==> config.mk <==
export PLATFORM = sky130hd
export DESIGN_NAME = id_stage
export DESIGN_NICKNAME = d
export VERILOG_FILES = /design/src/rtl/id_stage.sv
export SDC_FILE = /design/constraint.sdc
export NUM_CORES = 1
export LEC_CHECK = 0
export CAP_MARGIN = 30
export CORE_UTILIZATION = 48
export CTS_CLUSTER_DIAMETER = 100
export DETAILED_ROUTE_END_ITERATION = 16
export GPL_ROUTABILITY_DRIVEN = 1
export PLACE_DENSITY = 0.91
export SLEW_MARGIN = 20
export SYNTH_ARGS = -nofsm -noshare
export SYNTH_HDL_FRONTEND = slang
export SYNTH_SLANG_ARGS = --single-unit
==> constraint.sdc <==
create_clock -name clk -period 9.7 [get_ports clk]
set_clock_uncertainty 0.15 [all_clocks]
set_input_delay 1.94 -clock clk [delete_from_list [all_inputs] [get_ports clk]]
set_output_delay 1.94 -clock clk [all_outputs]
set_load 0.03 [all_outputs]
==> src/rtl/id_stage.sv <==
// RV64I decode stage: IF/ID register, immediate/control decode,
// load-use hazard detection and a registered ID/EX boundary.
module id_stage #(
    parameter int          XLEN     = 64,
    parameter logic [31:0] NOP_INST = 32'h00000013
) (
    input  logic            clk,
    input  logic            rst,
    input  logic [31:0]     if_inst,
    input  logic [XLEN-1:0] if_pc,
    input  logic            if_valid,
    input  logic            flush,
    input  logic            ex_memread,
    input  logic [4:0]      ex_rd,
    output logic            bubble,
    output logic            id_valid,
    output logic [XLEN-1:0] id_pc,
    output logic [31:0]     id_inst,
    output logic [4:0]      id_rs1,
    output logic [4:0]      id_rs2,
    output logic [4:0]      id_rd,
    output logic [XLEN-1:0] id_imm,
    output logic            id_jal,
    output logic            id_jalr,
    output logic            id_branch,
    output logic            id_memread,
    output logic            id_memwrite,
    output logic            id_regwrite,
    output logic            id_illegal
);

    typedef enum logic [2:0] {
        FMT_R, FMT_I, FMT_S, FMT_B, FMT_U, FMT_J, FMT_X
    } fmt_e;

    typedef struct packed {
        logic            valid;
        logic [XLEN-1:0] pc;
        logic [31:0]     inst;
        logic [4:0]      rs1;
        logic [4:0]      rs2;
        logic [4:0]      rd;
        logic [XLEN-1:0] imm;
        logic            jal;
        logic            jalr;
        logic            branch;
        logic            memread;
        logic            memwrite;
        logic            regwrite;
        logic            illegal;
    } idex_t;

    logic            v_q, v_d;
    logic [XLEN-1:0] pc_q, pc_d;
    logic [31:0]     inst_q, inst_d;

    logic [6:0]      opcode;
    fmt_e            fmt;
    logic            dec_jal, dec_jalr, dec_branch;
    logic            dec_memread, dec_memwrite, dec_illegal;
    logic            uses_rs1, uses_rs2, writes_rd;
    logic [4:0]      rs1, rs2, rd;
    logic [XLEN-1:0] imm;
    logic            hz;
    idex_t           idex_q, idex_d;

    // IF/ID register
    always_comb begin
        v_d    = v_q;
        pc_d   = pc_q;
        inst_d = inst_q;
        if (flush) begin
            v_d = 1'b0;
        end else if (!bubble) begin
            v_d    = if_valid;
            pc_d   = if_pc;
            inst_d = if_inst;
        end
    end

    always_ff @(posedge clk or posedge rst) begin
        if (rst) begin
            v_q    <= 1'b0;
            pc_q   <= '0;
            inst_q <= NOP_INST;
        end else begin
            v_q    <= v_d;
            pc_q   <= pc_d;
            inst_q <= inst_d;
        end
    end

    assign opcode = inst_q[6:0];

    always_comb begin
        fmt          = FMT_X;
        dec_jal      = 1'b0;
        dec_jalr     = 1'b0;
        dec_branch   = 1'b0;
        dec_memread  = 1'b0;
        dec_memwrite = 1'b0;
        dec_illegal  = 1'b0;
        unique case (opcode)
            7'b0110111, 7'b0010111: fmt = FMT_U;
            7'b1101111: begin
                fmt     = FMT_J;
                dec_jal = 1'b1;
            end
            7'b1100111: begin
                fmt      = FMT_I;
                dec_jalr = 1'b1;
            end
            7'b1100011: begin
                fmt        = FMT_B;
                dec_branch = 1'b1;
            end
            7'b0000011: begin
                fmt         = FMT_I;
                dec_memread = 1'b1;
            end
            7'b0100011: begin
                fmt          = FMT_S;
                dec_memwrite = 1'b1;
            end
            7'b0010011, 7'b0011011, 7'b1110011: fmt = FMT_I;
            7'b0110011, 7'b0111011: fmt = FMT_R;
            default: dec_illegal = 1'b1;
        endcase
    end

    assign uses_rs1  = fmt inside {FMT_R, FMT_I, FMT_S, FMT_B};
    assign uses_rs2  = fmt inside {FMT_R, FMT_S, FMT_B};
    assign writes_rd = fmt inside {FMT_R, FMT_I, FMT_U, FMT_J};

    assign rs1 = uses_rs1  ? inst_q[19:15] : 5'd0;
    assign rs2 = uses_rs2  ? inst_q[24:20] : 5'd0;
    assign rd  = writes_rd ? inst_q[11:7]  : 5'd0;

    always_comb begin
        imm = '0;
        unique case (fmt)
            FMT_I: imm = {{(XLEN-12){inst_q[31]}}, inst_q[31:20]};
            FMT_S: imm = {{(XLEN-12){inst_q[31]}},
                          inst_q[31:25], inst_q[11:7]};
            FMT_B: imm = {{(XLEN-13){inst_q[31]}}, inst_q[31],
                          inst_q[7], inst_q[30:25],
                          inst_q[11:8], 1'b0};
            FMT_U: imm = {{(XLEN-32){inst_q[31]}},
                          inst_q[31:12], 12'b0};
            FMT_J: imm = {{(XLEN-21){inst_q[31]}}, inst_q[31],
                          inst_q[19:12], inst_q[20],
                          inst_q[30:21], 1'b0};
            default: imm = '0;
        endcase
    end

    // Load-use: EX load writes a register this instruction reads
    assign hz = v_q & ex_memread & (ex_rd != 5'd0) &
                ((uses_rs1 & (rs1 == ex_rd)) |
                 (uses_rs2 & (rs2 == ex_rd)));
    assign bubble = hz & ~flush;

    always_comb begin
        idex_d      = '0;
        idex_d.inst = NOP_INST;
        idex_d.pc   = idex_q.pc;
        if (!(flush || bubble)) begin
            idex_d.valid    = v_q;
            idex_d.pc       = pc_q;
            idex_d.inst     = inst_q;
            idex_d.rs1      = rs1;
            idex_d.rs2      = rs2;
            idex_d.rd       = rd;
            idex_d.imm      = imm;
            idex_d.jal      = v_q & dec_jal;
            idex_d.jalr     = v_q & dec_jalr;
            idex_d.branch   = v_q & dec_branch;
            idex_d.memread  = v_q & dec_memread;
            idex_d.memwrite = v_q & dec_memwrite;
            idex_d.regwrite = v_q & writes_rd & (rd != 5'd0);
            idex_d.illegal  = v_q & dec_illegal;
        end
    end

    always_ff @(posedge clk or posedge rst) begin
        if (rst) begin
            idex_q      <= '0;
            idex_q.inst <= NOP_INST;
        end else begin
            idex_q <= idex_d;
        end
    end

    assign id_valid    = idex_q.valid;
    assign id_pc       = idex_q.pc;
    assign id_inst     = idex_q.inst;
    assign id_rs1      = idex_q.rs1;
    assign id_rs2      = idex_q.rs2;
    assign id_rd       = idex_q.rd;
    assign id_imm      = idex_q.imm;
    assign id_jal      = idex_q.jal;
    assign id_jalr     = idex_q.jalr;
    assign id_branch   = idex_q.branch;
    assign id_memread  = idex_q.memread;
    assign id_memwrite = idex_q.memwrite;
    assign id_regwrite = idex_q.regwrite;
    assign id_illegal  = idex_q.illegal;

endmodule
==> impl_metrics.py, run 1 <==
metrics = {
    "clock_network": {
        "cts_root_buf": "clkbuf_16",
        "ctsHoldBuffers": 0,
        "cts_made_buffers": 26,
        "ctsResizeCount": 0,
        "cts_sinks": 248,
        "post_cts_buffers": 0,
        "clk_latency_ns": 0.53,
        "path_clk_slew_ns": 0.06,
        "cts_buffer_depth": 3,
        "h-tree-depth": 1,
        "cts_tree": "yes",
    },
    "hold_path": {
        "hold_depth": 1,
        "hold_class": "reg -> reg",
        "min-delay-start": "id_pc[11]",
        "hold_end": "id_pc[11]",
    },
    "layout": {
        "multiInputGateArea_um2": 3390,
        "layout-drive-gt1-share": 0.232,
        "final_core_util": 0.675,
        "nNetsFinal": 1054,
        "syn2layout_area_growth_pct": 36.5,
        "nFillCells": 1400,
        "antenna_cells": 0,
        "seqCellArea_um2": 6210,
    },
    "drt": {
        "highest_layer": "met5",
        "ant_nets": 0,
        "wl_met2_mm": 12.2,
        "drt_wl_total_mm": 24.2,
        "wl_met1_mm": 9.21,
        "drtIter0Drc": 301,
        "wl_per_cell_um": 19.6,
        "drc_errors": 0,
        "via_count": 6403,
        "wl_met3_mm": 1.67,
        "first_pass_iters": 4,
        "drt-vias-per-instance": 5.17,
    },
    "setup_path": {
        "cp-end-kind": "primary output",
        "slowest_stage": "clkdlybuf4s50_1",
        "worstPathArrival_ns": 4.35,
        "r2r-end": "id_pc[23]",
        "r2r_cells": 6,
        "required_ns": 7.61,
        "crit_fanout": 4,
        "start_kind": "input pin",
        "crit_chain": "clkdlybuf4s50_1 -> nor3_1 -> a21o_1 -> nor4_1 -> nor2_1 -> nor2_1 -> clkdlybuf4s50_1",
        "r2r_start": "inst_q[4]",
        "worst_path_largest_cell_delay_ns": 0.68,
        "crit_type": "in -> out",
        "rrSetupSlack_ns": 5.96,
    },
    "yosys": {
        "synth_seq_cells": 248,
        "synth_top_cell_area_share": 0.600,
        "yosys-top-cells-area": "dfrtp_1 60%, mux2_4 12%, mux2_2 8.9%, buf_4 2.4%, and2_1 2.4%",
        "yosysTopAreaCell": "dfrtp_1",
        "synth.net_count": 800,
        "synth_warnings": 0,
        "async_flop_share": 1.00,
        "syn_area_um2": 10100,
        "syn-instance-count": 694,
        "synth_area_per_cell_um2": 14.5,
        "yosysSeqAreaShare": 0.615,
        "synth_flop_cell": "dfrtp_1",
        "synth-edff-count": 0,
        "synth.distinct_cells": 50,
    },
    "placed_design": {
        "routabilityCongestion": 0.851,
        "hpwl_mm": 16.7,
        "portBuffers": 289,
    },
    "floorplanning": {
        "std_cell_rows": 52,
        "die_y_um": 147,
        "start_util": 0.494,
        "coreArea_um2": 20400,
        "chipWidth_um": 147,
        "dieArea_um2": 21600,
        "io_pins": 290,
    },
    "global_route": {
        "antenna_found_initial": 2,
        "grt_pass1_vias": 6872,
        "grt.overflow.total": 0,
        "grt_use_total": 0.226,
        "grt_pass1_wl_mm": 38.2,
        "grt_max_degree": 153,
    },
    "timing": {
        "period_share": 0.664,
        "slew_violations": 0,
        "hold_violations": 0,
        "fin_tns_setup_ns": 0,
        "worst_pin_slew_ns": 1.10,
        "fin_crit_ns": 6.44,
        "relSlewSlack": 0.268,
        "setup_viol": 0,
        "fmax_mhz": 155,
        "rsz0062_at_grt": "no",
    },
    "pwr": {
        "peakVddDrop_mv": 0.133,
        "powerDensity_nw_per_um2": 193,
        "power_leakage_nw": 6.01,
    },
    "run_status": {
        "outcome": "complete, no violations",
    },
    "job": {
        "maxCapViolCount": 0,
    },
}
registers in the layout, summed over array words and instances (netlist names):
| name | count |
|---|---|
| id_pc | 64 |
| id_memread | 1 |
| inst_q | 32 |
| id_inst | 32 |
| id_regwrite | 1 |
| id_branch | 1 |
| id_rs1 | 5 |
| id_valid | 1 |
| id_jal | 1 |
| id_illegal | 1 |
| v_q | 1 |
| id_rd | 5 |
| id_jalr | 1 |
| pc_q | 64 |
| id_memwrite | 1 |
| id_imm | 32 |
| id_rs2 | 5 |
placed cells by master (no fill, tap or decap), drive strengths merged, types with 2 or more instances in the layout:
cell type	count
nor3	7
nor2b	2
nor2	13
o311ai	2
or3	2
and3	14
nand3	9
clkinv	6
mux2	160
xnor2	10
clkinvlp	2
or3b	2
o21ai	8
nand4	3
clkbuf	39
and4	4
or4b	2
and2	38
inv	4
dfrtp	242
a21oi	31
or4	2
dfstp	6
nor4b	6
a31oi	2
or2	4
nand2	32
buf	7
nand2b	4
a211o	2
clkdlybuf4s50	289
area by class of cell:
cell class / instances / area share
Clock buffer: 39 / 0.0544
Clock inverter: 9 / 0.00653
Inverter: 4 / 0.00163
Tap cell: 270 / 0.0245
Timing Repair Buffer: 296 / 0.217
Multi-Input combinational cell: 372 / 0.246
Sequential cell: 248 / 0.451
worst max-delay path: cells and delay by family:
kind | cells | cell delay, ns
buf+inv | 2 | 1.24
simple gates | 4 | 0.96
compound gates | 1 | 0.21
report_power, final:
part	switching [mW]	total (mW)	internal (mW)
sequential	0.0704	1.20	1.13
clock	0.400	0.963	0.562
combinational	0.250	0.499	0.249
synthesized netlist by cell type (2+ instances only):
cell type,instances
buf_4,32
clkbuf_1,14
nor4b_1,5
and4_1,4
a21oi_1,28
nand3_1,9
or3_1,2
or3b_1,2
xnor2_1,10
o21ai_0,7
nor2b_1,2
nor3_1,7
a31oi_1,2
mux2_4,80
or4_1,2
and3_1,14
nand2_1,32
mux2_2,80
dfstp_2,6
buf_6,12
a211o_1,2
o311ai_0,2
nor2_1,13
a21oi_2,3
nand2b_1,4
and2_1,38
inv_1,3
nand4_1,3
buf_2,11
dfrtp_1,242
or2_2,4
metrics by stage:
| step | hold slack [ns] | std cells | setup slack, ns | area [µm²] | total power [mW] |
|---|---|---|---|---|---|
| 2_1_floorplan | 0.322 | 694 | 0.805 | 10100 | 1.50 |
| 5_1_grt | 0.371 | 1238 | 3.11 | 13800 | 2.76 |
| 4_1_cts | 0.359 | 1237 | 3.29 | 13800 | 2.69 |
| 3_3_place_gp | 0.332 | 1188 | 3.36 | 12900 | 1.69 |
| 3_5_place_dp | 0.339 | 1189 | 3.31 | 12900 | 1.71 |
| 6_report | 0.357 | 1238 | 3.26 | 13800 | 2.66 |
worst max-delay path by stage:
| stage | from | end | slack, ns | cells after the start |
|---|---|---|---|---|
| after floorplan | rst | id_branch | 0.81 | 1 |
| after global placement | ex_rd[3] | bubble | 3.36 | 7 |
| after detailed placement | ex_rd[2] | bubble | 3.31 | 7 |
| after CTS | ex_rd[2] | bubble | 3.29 | 7 |
| after global routing | ex_rd[2] | bubble | 3.11 | 7 |
| final | ex_rd[2] | bubble | 3.26 | 7 |
cells by family after synthesis:
logic type | after synthesis | synth area share
AND/OR/NAND/NOR | 147 | 0.0839
buffers and inverters | 74 | 0.0497
flip-flops | 248 | 0.615
AO/OA/AOI/OAI | 53 | 0.0323
multiplexers | 161 | 0.209
XOR/XNOR | 11 | 0.00954
routing by layer:
layer  track usage  vias to the layer above
li1              -                     2878
met1         0.276                     3173
met2         0.384                      269
met3        0.0525                       79
met4         0.102                        4
met5             0                        -
No activity file was read; power rests on OpenSTA's default activity.
==> run 2: changes to the inputs <==
CORE_UTILIZATION = 43   (was 48)
PLACE_DENSITY = 0.86   (was 0.91)
clock period = 5.9 ns   (was 9.7 ns; I/O delays follow)
==> run 2 against run 1 <==
Net effect: setup slack lost 2.3 ns; hold slack lost 0.0048 ns; critical path depth is the same; global-route usage shrank 2.7 points; clock power grew 78%; critical path type unchanged.
==> impl_metrics.py, run 2 (same netlist as run 1, synthesis figures left out) <==
metrics = {
    "run_status": {
        "outcome": "complete, no violations",
    },
    "drt": {
        "drtIter0Drc": 400,
        "drt-vias-per-instance": 5.03,
        "drc_errors": 0,
        "wl_per_cell_um": 19.0,
        "drt_wl_total_mm": 24.4,
        "first_pass_iters": 6,
        "ant_nets": 0,
        "via_count": 6454,
    },
    "pwr": {
        "peakVddDrop_mv": 0.208,
        "powerDensity_nw_per_um2": 322,
        "power_leakage_nw": 6.07,
    },
    "clock_network": {
        "ctsHoldBuffers": 0,
        "cts_buffer_depth": 3,
        "cts_sinks": 248,
        "clk_latency_ns": 0.52,
        "path_clk_slew_ns": 0.06,
        "cts_made_buffers": 26,
        "cts_root_buf": "clkbuf_16",
        "h-tree-depth": 1,
        "cts_tree": "yes",
        "post_cts_buffers": 0,
        "ctsResizeCount": 0,
    },
    "timing": {
        "setup_viol": 0,
        "rsz0062_at_grt": "no",
        "fmax_mhz": 202,
        "worst_pin_slew_ns": 1.05,
        "relSlewSlack": 0.299,
        "hold_violations": 0,
        "layout_setup_ws_ns": 0.953,
        "slew_violations": 0,
        "fin_crit_ns": 4.95,
        "period_share": 0.838,
        "fin_tns_setup_ns": 0,
    },
    "layout": {
        "layout_commonest_cell": "clkdlybuf4s50_1",
        "antenna_cells": 0,
        "syn2layout_area_growth_pct": 38.4,
        "final_cell_mix": "289 x clkdlybuf4s50_1, 242 x dfrtp_1, 80 x mux2_2, 80 x mux2_4, 38 x and2_1",
        "stdcell_area_um2": 14000,
        "layout-drive-gt1-share": 0.238,
        "nNetsFinal": 1059,
    },
    "global_route": {
        "grtUsageMet3": 0.0460,
        "grt.overflow.total": 0,
        "grt_use_total": 0.199,
        "antenna_found_initial": 1,
        "grt_util_met1": 0.241,
        "grt_pass1_vias": 6625,
        "use_met2": 0.342,
        "grt_pass1_wl_mm": 37.4,
        "busiest_layer": "met2",
        "grt_max_degree": 192,
    },
    "floorplanning": {
        "dieArea_um2": 24100,
        "io_pins": 290,
        "coreArea_um2": 22800,
        "start_util": 0.442,
        "std_cell_rows": 55,
        "die_y_um": 155,
        "chipWidth_um": 155,
    },
    "placed_design": {
        "pre_cts_slack_ns": 1.00,
        "routabilityCongestion": 0.865,
        "post_dp_cell_area_um2": 13000,
        "portBuffers": 289,
        "hpwl_mm": 17.0,
    },
    "setup_path": {
        "required_ns": 4.57,
        "worstPathArrival_ns": 3.62,
        "cp-end-kind": "primary output",
        "crit_type": "in -> out",
        "crit_fanout": 4,
        "start_kind": "input pin",
        "r2r_cells": 5,
    },
    "hold_path": {
        "hold_class": "reg -> reg",
        "hold_depth": 1,
    },
    "job": {
        "maxCapViolCount": 0,
    },
}
-- run 2: per-stage QoR --
stage | power, mW | std cells | util | hold slack, ns
4_1_cts | 4.55 | 1282 | 0.610 | 0.355
5_1_grt | 4.67 | 1284 | 0.611 | 0.363
2_1_floorplan | 2.47 | 694 | - | 0.322
6_report | 4.50 | 1284 | 0.611 | 0.352
3_3_place_gp | 2.80 | 1235 | 0.570 | 0.333
3_5_place_dp | 2.82 | 1236 | 0.571 | 0.338
-- run 2: layer usage --
metal,part of all wire,up-vias,routed length (µm)
li1,-,2883,-
met1,0.39,3211,9580
met2,0.50,288,12100
met3,0.070,70,1710
met4,0.041,2,993
met5,0.00049,-,12
-- run 2: worst max-delay path, stage by stage --
cell and delay, ns:
clkdlybuf4s50_1 0.56, nor3_1 0.09, a21o_1 0.21, nor4_1 0.60, nor2_1 0.16, nor2_1 0.12, clkdlybuf4s50_1 0.69
-- run 2: final timing paths --
check | from | end | slack [ns]
min reg2reg | pc_q[12] | id_pc[12] | 0.35
min | pc_q[12] | id_pc[12] | 0.35
min in group asynchronous | rst | inst_q[30] | 1.15
max in group asynchronous | rst | id_pc[56] | 3.65
max reg2reg | inst_q[5] | id_rd[2] | 2.82
max | ex_rd[4] | bubble | 0.95
-- run 2: power by group --
part	total, mW	switching, mW	leakage, nW	internal [mW]
Combinational	0.818	0.407	2.57	0.411
Clock	1.71	0.661	0.442	1.05
Sequential	1.97	0.116	3.05	1.86
Total	4.50	1.18	6.07	3.32
-- run 2: final cells by class --
cell class	count	area, µm²
clock inverters	10	168
inverters	4	18.8
repair buffers	301	3050
flip-flops and latches	248	6210
clock buffers	36	738
multi-input cells	372	3390
well taps	313	392
fillers	1741	8880
==> run 3: changes to the inputs <==
CORE_UTILIZATION = 48   (was 43)
PLACE_DENSITY = 0.91   (was 0.86)
clock period = 4.9 ns   (was 5.9 ns; I/O delays follow)
==> run 3 against run 2 <==
Net effect: sequential power increased by 21%; sequential cell count stayed put; register-to-register slack got worse by 1.3 ns; clock-buffer cell count up 4; total power rose by 18%; design area fell by 0.68%; setup slack lost 0.57 ns; global-route usage grew 2.2 points; critical path type unchanged; largest power group unchanged.
==> impl_metrics.py, run 3 (same netlist as run 1, synthesis figures left out) <==
metrics = {
    "drt": {
        "drc_errors": 0,
        "drtIter0Drc": 256,
        "wl_per_cell_um": 19.2,
        "ant_nets": 0,
        "drt_wl_total_mm": 23.8,
        "drt-vias-per-instance": 5.19,
        "via_count": 6440,
        "first_pass_iters": 4,
    },
    "pwr": {
        "peakVddDrop_mv": 0.292,
        "switching_power_mw": 1.41,
        "clockPowerShare": 0.365,
        "pwr-share-seq": 0.448,
        "powerDensity_nw_per_um2": 382,
        "power_mw": 5.30,
        "power_leakage_nw": 6.05,
        "switching_share": 0.266,
        "comb_power_share": 0.186,
        "p_int_mw": 3.89,
    },
    "timing": {
        "holdWs_ns": 0.353,
        "relSlewSlack": 0.391,
        "rsz0062_at_grt": "no",
        "worst_pin_slew_ns": 0.910,
        "hold_violations": 0,
        "layout_setup_ws_ns": 0.381,
        "period_share": 0.922,
        "fin_crit_ns": 4.52,
        "slew_violations": 0,
        "setup_viol": 0,
        "fin_tns_setup_ns": 0,
        "fmax_mhz": 221,
    },
    "floorplanning": {
        "std_cell_rows": 52,
        "io_pins": 290,
        "chipWidth_um": 147,
        "start_util": 0.494,
        "coreArea_um2": 20400,
        "die_y_um": 147,
        "dieArea_um2": 21600,
    },
    "clock_network": {
        "cts_tree": "yes",
        "cts_root_buf": "clkbuf_16",
        "clk_latency_ns": 0.52,
        "ctsResizeCount": 0,
        "cts_made_buffers": 26,
        "post_cts_buffers": 0,
        "h-tree-depth": 1,
        "ctsHoldBuffers": 0,
        "path_clk_slew_ns": 0.06,
        "cts_buffer_depth": 3,
        "cts_sinks": 248,
    },
    "setup_path": {
        "worstPathArrival_ns": 3.39,
        "crit_type": "in -> out",
        "crit_fanout": 4,
        "required_ns": 3.77,
        "start_kind": "input pin",
        "cp-end-kind": "primary output",
    },
    "layout": {
        "layout_commonest_cell": "clkdlybuf4s50_1",
        "final_cell_mix": "289 x clkdlybuf4s50_1, 242 x dfrtp_1, 80 x mux2_2, 80 x mux2_4, 38 x and2_1",
        "syn2layout_area_growth_pct": 37.4,
        "final_cells": 1242,
        "antenna_cells": 0,
        "final_core_util": 0.679,
        "stdcell_area_um2": 13900,
        "nNetsFinal": 1058,
        "layout-drive-gt1-share": 0.237,
    },
    "placed_design": {
        "pre_cts_slack_ns": 0.429,
        "routabilityCongestion": 0.854,
        "portBuffers": 289,
        "dpl.cell_count": 1192,
        "hpwl_mm": 16.7,
        "post_dp_cell_area_um2": 13000,
    },
    "global_route": {
        "grt.overflow.total": 0,
        "antenna_found_initial": 1,
        "grt_use_total": 0.221,
        "grt_max_degree": 73,
        "grt_pass1_wl_mm": 37.2,
        "grt_pass1_vias": 6722,
    },
    "job": {
        "maxCapViolCount": 0,
    },
    "hold_path": {
        "hold_class": "reg -> reg",
    },
    "run_status": {
        "outcome": "complete, no violations",
    },
}
[run 3: layer usage]
metal	track usage	wire length, µm	share of wire	vias to the layer above
met2	0.368	11700	0.49	275
met4	0.109	1200	0.050	0
met3	0.0516	1670	0.070	78
met5	0	0	0	-
met1	0.270	9210	0.39	3199
li1	-	-	-	2888
[run 3: final timing paths]
| check | cells past startpoint | slack, ns | end | start |
|---|---|---|---|---|
| hold reg to reg | 1 | 0.35 | id_pc[47] | id_pc[47] |
| max in group asynchronous | 4 | 2.81 | id_pc[11] | rst |
| setup / recovery | 7 | 0.38 | bubble | ex_rd[2] |
| hold / removal | 1 | 0.35 | id_pc[47] | id_pc[47] |
| setup reg to reg | 7 | 1.53 | id_pc[53] | inst_q[4] |
| min in group asynchronous | 2 | 0.70 | id_pc[33] | rst |
[run 3: area by class of cell]
cell class / instances / area, µm²
flip-flops and latches: 248 / 6210
repair buffers: 300 / 3060
clock inverters: 8 / 75.1
inverters: 4 / 18.8
clock buffers: 40 / 785
multi-input cells: 372 / 3390
well taps: 270 / 338
fillers: 1380 / 6560
[run 3: worst max-delay path, stage by stage]
cell             delay [ns]
clkdlybuf4s50_1        0.55
nor3_1                 0.10
a21o_1                 0.21
nor4_1                 0.58
nor2_1                 0.15
nor2_1                 0.13
clkdlybuf4s50_1        0.69
[run 3: power groups by stage]
stage	Combinational, mW	Clock [mW]	Sequential [mW]
finish	0.986	1.94	2.38
global route	1.04	2.06	2.40
global placement	0.964	0	2.40
detailed placement	0.988	0	2.41
CTS	0.994	1.98	2.38
floorplan	0.397	0	2.58
